File: src/rtl/mfp_clock_mode_ctrl_pkg.sv
// Shared definitions for the clock-mode controller: FSM state codes and the
// mode select codes understood by the system clock block.
package mfp_clock_mode_ctrl_pkg;

    typedef enum logic [1:0] {
        ST_HOLD      = 2'd0,
        ST_WAIT_LOCK = 2'd1,
        ST_RUN       = 2'd2
    } state_t;

    localparam logic [1:0] MODE_REF       = 2'd0;
    localparam logic [1:0] MODE_PLL_LOW   = 2'd1;
    localparam logic [1:0] MODE_PLL_HIGH  = 2'd2;
    localparam logic [1:0] MODE_BYPASS    = 2'd3;

endpackage

File: src/rtl/mfp_sync_bit.sv
// N-stage single-bit synchronizer with asynchronous active-low reset.
module mfp_sync_bit #(
    parameter int STAGES = 2
) (
    input  logic clk,
    input  logic resetn,
    input  logic d,
    output logic q
);

    logic [STAGES-1:0] sync_q;

    always_ff @(posedge clk or negedge resetn) begin
        if (!resetn) begin
            sync_q <= '0;
        end else begin
            sync_q <= {sync_q[STAGES-2:0], d};
        end
    end

    assign q = sync_q[STAGES-1];

endmodule

File: src/rtl/mfp_clock_mode_ctrl.sv
// Clock-mode controller: drives the clock block mode select and sequences the
// CPU-domain reset around mode changes and loss of lock.
//
// state        | meaning
// -------------+-----------------------------------------------------------
// ST_HOLD      | sys_resetn low, counting reset-hold cycles before mode moves
// ST_WAIT_LOCK | sys_resetn low, counting consecutive synchronized-lock cycles
// ST_RUN       | sys_resetn high, requests accepted while lock is held
module mfp_clock_mode_ctrl
    import mfp_clock_mode_ctrl_pkg::*;
#(
    parameter int         LOCK_SYNC_STAGES   = 2,
    parameter int         LOCK_STABLE_CYCLES = 16,
    parameter int         RESET_HOLD_CYCLES  = 8,
    parameter logic [1:0] DEFAULT_MODE       = MODE_REF,
    parameter int         CNT_W              = 8
) (
    input  logic       clk,
    input  logic       resetn,
    input  logic       locked,
    input  logic       req_valid,
    input  logic [1:0] req_mode,
    output logic       req_ready,
    output logic [1:0] mode,
    output logic       sys_resetn,
    output logic       busy,
    output logic       lock_lost
);

    localparam logic [CNT_W-1:0] STABLE_LAST = CNT_W'(LOCK_STABLE_CYCLES - 1);
    localparam logic [CNT_W-1:0] HOLD_LAST   = CNT_W'(RESET_HOLD_CYCLES - 1);

    logic             locked_s;
    state_t           state_q, state_d;
    logic [CNT_W-1:0] cnt_q, cnt_d;
    logic [1:0]       mode_q, mode_d;
    logic [1:0]       pend_q, pend_d;
    logic             sys_resetn_q, sys_resetn_d;
    logic             lock_lost_q, lock_lost_d;

    mfp_sync_bit #(
        .STAGES (LOCK_SYNC_STAGES)
    ) u_lock_sync (
        .clk    (clk),
        .resetn (resetn),
        .d      (locked),
        .q      (locked_s)
    );

    always_ff @(posedge clk or negedge resetn) begin
        if (!resetn) begin
            state_q      <= ST_WAIT_LOCK;
            cnt_q        <= '0;
            mode_q       <= DEFAULT_MODE;
            pend_q       <= DEFAULT_MODE;
            sys_resetn_q <= 1'b0;
            lock_lost_q  <= 1'b0;
        end else begin
            state_q      <= state_d;
            cnt_q        <= cnt_d;
            mode_q       <= mode_d;
            pend_q       <= pend_d;
            sys_resetn_q <= sys_resetn_d;
            lock_lost_q  <= lock_lost_d;
        end
    end

    always_comb begin
        state_d      = state_q;
        cnt_d        = cnt_q;
        mode_d       = mode_q;
        pend_d       = pend_q;
        sys_resetn_d = sys_resetn_q;
        lock_lost_d  = 1'b0;

        unique case (state_q)
            ST_WAIT_LOCK: begin
                // Any unlocked cycle restarts the stability window.
                if (!locked_s) begin
                    cnt_d = '0;
                end else if (cnt_q == STABLE_LAST) begin
                    sys_resetn_d = 1'b1;
                    state_d      = ST_RUN;
                    cnt_d        = '0;
                end else begin
                    cnt_d = cnt_q + CNT_W'(1);
                end
            end
            ST_RUN: begin
                if (!locked_s) begin
                    sys_resetn_d = 1'b0;
                    lock_lost_d  = 1'b1;
                    state_d      = ST_WAIT_LOCK;
                    cnt_d        = '0;
                end else if (req_valid) begin
                    pend_d       = req_mode;
                    sys_resetn_d = 1'b0;
                    state_d      = ST_HOLD;
                    cnt_d        = '0;
                end
            end
            ST_HOLD: begin
                if (cnt_q == HOLD_LAST) begin
                    mode_d  = pend_q;
                    state_d = ST_WAIT_LOCK;
                    cnt_d   = '0;
                end else begin
                    cnt_d = cnt_q + CNT_W'(1);
                end
            end
            default: begin
                sys_resetn_d = 1'b0;
                state_d      = ST_WAIT_LOCK;
                cnt_d        = '0;
            end
        endcase
    end

    assign req_ready  = (state_q == ST_RUN) && locked_s;
    assign busy       = (state_q != ST_RUN);
    assign mode       = mode_q;
    assign sys_resetn = sys_resetn_q;
    assign lock_lost  = lock_lost_q;

endmodule
File: config.mk
export PLATFORM = sky130hd
export DESIGN_NAME = mfp_clock_mode_ctrl
export DESIGN_NICKNAME = d
export VERILOG_FILES = /design/src/rtl/mfp_clock_mode_ctrl_pkg.sv /design/src/rtl/mfp_sync_bit.sv /design/src/rtl/mfp_clock_mode_ctrl.sv
export SDC_FILE = /design/constraint.sdc
export NUM_CORES = 1
export LEC_CHECK = 0
export CAP_MARGIN = 0
export CELL_PAD_IN_SITES_DETAIL_PLACEMENT = 0
export CELL_PAD_IN_SITES_GLOBAL_PLACEMENT = 1
export CORE_MARGIN = 2
export CORE_UTILIZATION = 43
export DETAILED_ROUTE_END_ITERATION = 12
export PLACE_DENSITY = 0.82
export SLEW_MARGIN = 20
export SYNTH_ARGS = -nofsm -noshare
export SYNTH_HDL_FRONTEND = slang
export SYNTH_SLANG_ARGS = --single-unit
File: constraint.sdc
create_clock -name clk -period 4.45 [get_ports clk]
set_input_delay 1.335 -clock clk [delete_from_list [all_inputs] [get_ports clk]]
set_output_delay 1.335 -clock clk [all_outputs]
set_load 0.02 [all_outputs]
==> results.cfg, run 1 <==
[status]
status = complete, no violations

[die]
die_w_um = 49.7
rows = 16
dieHeight_um = 49.7
die_area_um2 = 2470
start_util_pct = 45.9
pin_count = 12
coreArea_um2 = 1960

[logic_synthesis]
synth-warning-count = 0
synth_compound_area_share_pct = 17.0
synth.yosys.seq_area_share_pct = 50.2
syn_area_per_cell_um2 = 9.67
synth_ff_type = dfrtp_1
synth_area_leaders = dfrtp_1 (47%), nand2_1 (5.8%), mux2_2 (5.0%), o21ai_0 (3.9%), nor2_1 (3.8%)
synth_largest_area_cell = dfrtp_1
synth-adder-area-share_pct = 1.39
async_flop_share_pct = 100
yosysTopAreaCellShare_pct = 47.3
synth-edff-count = 0
synthXorXnorAreaFrac_pct = 0
synth_cells = 93
synth_top_family_by_area = simple AND/OR/NAND/NOR gates
yosys.area_share.simple_pct = 22.7
synth_nets = 100
syn_area_um2 = 900
synth_mux_area_share_pct = 6.12
synth_cell_types = 33
ys_ff_latch = 18

[clocking]
htree_levels = 1
clockRootBuffer = clkbuf_4
cts.sinks = 18
post_cts_buffers = 0
postCtsHoldBufs = 0
cts_tree = done
clock_path_buffers = 2
cts_made_buffers = 3
clk_pin_slew_ns = 0.11
clock_latency_ns = 0.29
cts_resized = 0

[sta]
fmax_mhz = 331
hold_viol = 0
period_needed_ns = 3.02
drv_slew = 0
setup_tns_ns = 0
skew_ns = 0.0150
rsz0062_at_grt = no
period_share_pct = 67.9
fin_hold_ws_ns = 0.356
worstMarginPinSlew_ns = 0.793
slew_headroom_pct = 47.0
setup_violations = 0
final.setup.worst_slack_ns = 1.43

[global_routing]
antenna_found_initial = 0
grt_first_pass_wirelength_um = 3130
first_global_vias = 706
grt_max_degree = 19
grt_usage_pct = 16.7
gr-total-overflow = 0

[critical_path]
path_cells = nand2b_1 -> nor2_1 -> clkdlybuf4s50_1
cp_max_fo = 10
critPathKind = reg -> out
required_ns = 3.12
startpoint_type = register
cp_num_buf_inv = 1
slowest_stage = clkdlybuf4s50_1
cp.arrival_ns = 1.68
cp-end-kind = primary output
cp_slowest_stage_delay_ns = 0.62
crit_family = buffers and inverters
reg2reg_setup_slack_ns = 2.49

[placement]
place_congestion = 0.814
dpl.hpwl_um = 1310
pre_cts_slack_ns = 1.76
io_buffers = 11
placed_cell_area_um2 = 1030

[power_and_ir_drop]
peakVddDrop_v = 0.000159
leakagePower_nw = 0.452
powerDensity_nw_per_um2 = 255

[detailed_routing]
via_per_inst = 5.43
wl_per_cell_um = 13.5
routed_wl_um = 1780
drt-initial-drc-count = 15
vias = 717
drtPass1Iterations = 4
post-route-drc-count = 0
ant_nets = 0

[min_path]
min_path_type = reg -> reg

[finish]
area_growth_pct = 17.9
final_area_um2 = 1060
fin_util_pct = 54.1
n_antenna_cell = 0
fin_nets = 113
drive_above_1_share_pct = 13.3
fill_cells = 193

[flow_run]
drv_cap = 0
==> metal layers <==
metal,wire length (um),global-route usage [%]
met1,823,22.1
met2,865,26.2
met3,77,3.64
met4,14,6.94
met5,0,0
==> final cells by class <==
cell class                      count  area (um2)  share of cell area [%]
Sequential cell                    18         452                    42.6
Multi-Input combinational cell     69         424                    40.0
Inverter                            2        7.51                   0.708
Clock buffer                        4        26.3                    2.48
Tap cell                           27        33.8                    3.18
Timing Repair Buffer               12         118                    11.1
==> worst paths after layout <==
check                                      start                     to  cells past startpoint
min in group asynchronous                 resetn               cnt_q[4]                      1
setup reg to reg                        cnt_q[0]               cnt_q[6]                      5
setup / recovery                      state_q[1]              req_ready                      3
hold reg to reg            u_lock_sync.sync_q[0]  u_lock_sync.sync_q[1]                      0
hold / removal             u_lock_sync.sync_q[0]  u_lock_sync.sync_q[1]                      0
max in group asynchronous                 resetn              pend_q[0]                      1
==> power breakdown <==
group	switching, W	internal [W]	total [W]
clock	0.0000494	0.0000348	0.0000843
combinational	0.00000838	0.00000795	0.0000163
sequential	0.00000371	0.000167	0.000170
==> layout by cell type, fill, tap and decap left out, types with 2 or more instances in the layout <==
cell / synthesis / layout
dfrtp_1: 17 / 17
nand2_1: 14 / 14
clkdlybuf4s50_1: 0 / 11
nor2_1: 9 / 9
o21ai_0: 7 / 7
mux2_2: 4 / 4
nand3_1: 4 / 4
o211ai_1: 3 / 3
a21oi_1: 3 / 3
clkbuf_4: 0 / 3
inv_1: 2 / 2
nand3b_1: 2 / 2
or2_2: 2 / 2
nor4_1: 2 / 2
o22ai_1: 2 / 2
==> state kept, by name, indices dropped and copies added (netlist names) <==
| name | count |
|---|---|
| u_lock_sync.sync_q | 2 |
| sys_resetn | 1 |
| mode | 2 |
| state_q | 2 |
| pend_q | 2 |
| lock_lost | 1 |
| cnt_q | 8 |
==> stage by stage <==
stage / power [W] / cells
after floorplan: 0.000180 / 93
after global placement: 0.000190 / 128
after detailed placement: 0.000190 / 128
after CTS: 0.000275 / 132
after global routing: 0.000287 / 132
final: 0.000271 / 132
==> kinds of logic (layout without fill, tap and decap cells) <==
group / Yosys count / in the layout
multiplexers: 5 / 5
buffers and inverters: 6 / 18
flip-flops: 18 / 18
AND/OR/NAND/NOR: 40 / 40
AO/OA/AOI/OAI: 23 / 23
adder cells (fa/ha/maj): 1 / 1
==> worst reg2reg max path: stages (launching register included) <==
cell and delay [ns]:
dfrtp_1 0.45, ha_1 0.27, and3b_1 0.21, a21boi_0 0.54, nor2_1 0.20, o211ai_1 0.21
==> synthesized netlist by cell type, types with 2 or more instances <==
master / n
or2_2: 2
o21ai_0: 7
dfrtp_1: 17
nand3_1: 4
o211ai_1: 3
nand3b_1: 2
nor4_1: 2
a21oi_1: 3
inv_1: 2
clkbuf_1: 3
mux2_2: 4
nand2_1: 14
o22ai_1: 2
nor2_1: 9
(Power assumes the default switching activity.)
==> run 2: changes to the inputs <==
CORE_UTILIZATION = 40   (was 43)
PLACE_DENSITY = 0.78   (was 0.82)
clock period = 2.8 ns   (was 4.45 ns; I/O delays follow)
==> results.cfg, run 2 (synthesized netlist as in run 1, its figures left out) <==
[status]
status = complete, no violations

[die]
die_area_um2 = 2640
start_util_pct = 41.5
die_w_um = 51.4
coreArea_um2 = 2170
rows = 17
dieHeight_um = 51.4
pin_count = 12

[global_routing]
grt_max_degree = 19
gr-total-overflow = 0
antenna_found_initial = 0
grt_usage_pct = 15.8
grt_first_pass_wirelength_um = 3110
first_global_vias = 707

[critical_path]
required_ns = 1.96
critPathKind = reg -> out
cp_max_fo = 10
cp-end-kind = primary output
cp_slowest_stage_delay_ns = 0.62
cp.arrival_ns = 1.70
slowest_stage = clkdlybuf4s50_1
path_cells = nand2b_1 -> nor2_1 -> clkdlybuf4s50_1
startpoint = state_q[1]
startpoint_type = register
r2r_start = cnt_q[4]

[clocking]
cts.sinks = 18
cts_made_buffers = 3
postCtsHoldBufs = 0
clockRootBuffer = clkbuf_4
cts_resized = 0
clk_pin_slew_ns = 0.11
post_cts_buffers = 0
clock_latency_ns = 0.29
clock_path_buffers = 2
htree_levels = 1
cts_tree = done

[placement]
dpl.hpwl_um = 1300
pre_cts_slack_ns = 0.601
place_congestion = 0.803
io_buffers = 11
placed_cell_area_um2 = 1050

[sta]
period_needed_ns = 2.54
setup_tns_ns = 0
skew_ns = 0.00530
worstMarginPinSlew_ns = 0.536
final.setup.worst_slack_ns = 0.262
period_share_pct = 90.6
setup_violations = 0
drv_slew = 0
rsz0062_at_grt = no
slew_headroom_pct = 63.8
hold_viol = 0
fin_hold_ws_ns = 0.370
fmax_mhz = 394

[detailed_routing]
drtPass1Iterations = 4
wl_per_cell_um = 13.1
ant_nets = 0
drt-initial-drc-count = 14
vias = 732
via_per_inst = 5.42
post-route-drc-count = 0
routed_wl_um = 1770

[finish]
drive_above_1_share_pct = 15.9
largest_reg_flops = 8
mostFrequentLayoutCells = dfrtp_1 (17), nand2_1 (14), clkdlybuf4s50_1 (11)
n_antenna_cell = 0
fin_util_pct = 50.1
top_register = cnt_q
final_area_um2 = 1090
fin_nets = 115
area_growth_pct = 20.9
final_common_cell = dfrtp_1

[power_and_ir_drop]
peakVddDrop_v = 0.000268
leakagePower_nw = 0.469
powerDensity_nw_per_um2 = 420

[min_path]
worstHoldStart = u_lock_sync.sync_q[0]
min_path_type = reg -> reg

[flow_run]
drv_cap = 0
==> run 2: cell count changes in the layout (fill, tap and decap cells not counted) <==
cell / before / now
buf_4: 1 / 3
clkbuf_1: 1 / 0
clkbuf_8: 0 / 1
==> run 2: layout make-up <==
type | instances | area (um2)
flip-flops and latches | 18 | 452
fillers | 199 | 1080
repair buffers | 14 | 133
multi-input cells | 69 | 424
inverters | 2 | 7.51
well taps | 28 | 35.0
clock buffers | 4 | 36.3
==> run 2: critical path, delay by kind of cell, from the launching register on <==
kind | cells | cell delay [ns]
buf+inv | 1 | 0.62
simple gates | 2 | 0.28
flops | 1 | 0.50
==> run 2: stage by stage <==
stage / total power [W] / instances
floorplan: 0.000286 / 93
global placement: 0.000303 / 131
detailed placement: 0.000303 / 131
CTS: 0.000465 / 135
global route: 0.000479 / 135
finish: 0.000457 / 135
==> run 2: power by group <==
part / leakage [nW] / switching, W / total, W / internal, W
Clock: 0.0210 / 0.0000796 / 0.000159 / 0.0000791
Sequential: 0.241 / 0.00000571 / 0.000270 / 0.000265
Combinational: 0.207 / 0.0000137 / 0.0000273 / 0.0000136
==> run 2: per-layer routing <==
metal | wire [um] | track usage, % | vias up | part of all wire (%)
met5 | 0 | 0 | - | 0
met1 | 890 | 22.1 | 354 | 50
met2 | 809 | 24.4 | 14 | 46
met4 | 0 | 4.39 | 0 | 0
met3 | 67 | 3.51 | 0 | 3.8
li1 | - | - | 364 | -
==> run 2: path summary, 6_finish.rpt <==
path	to	slack (ns)	depth (start not counted)
min in group asynchronous	cnt_q[3]	0.86	2
hold / removal	u_lock_sync.sync_q[1]	0.37	0
setup reg to reg	cnt_q[6]	0.83	4
hold reg to reg	u_lock_sync.sync_q[1]	0.37	0
max in group asynchronous	state_q[0]	1.68	2
setup / recovery	req_ready	0.26	3
==> run 3: changes to the inputs <==
CORE_UTILIZATION = 43   (was 40)
HOLD_SLACK_MARGIN = 0.08   (was default)
PLACE_DENSITY = 0.82   (was 0.78)
clock period = 3.15 ns   (was 2.8 ns; I/O delays follow)
==> results of run 3 <==
The final DEF is identical to that of run 1. Status: complete, no violations.
Among the figures that moved: setup slack after placement 1.76 ns -> 0.851 ns; setup slack after layout 1.43 ns -> 0.520 ns; register-to-register setup slack 2.49 ns -> 1.19 ns; total power 0.000271 W -> 0.000383 W; worst IR drop on VDD 0.000159 V -> 0.000224 V
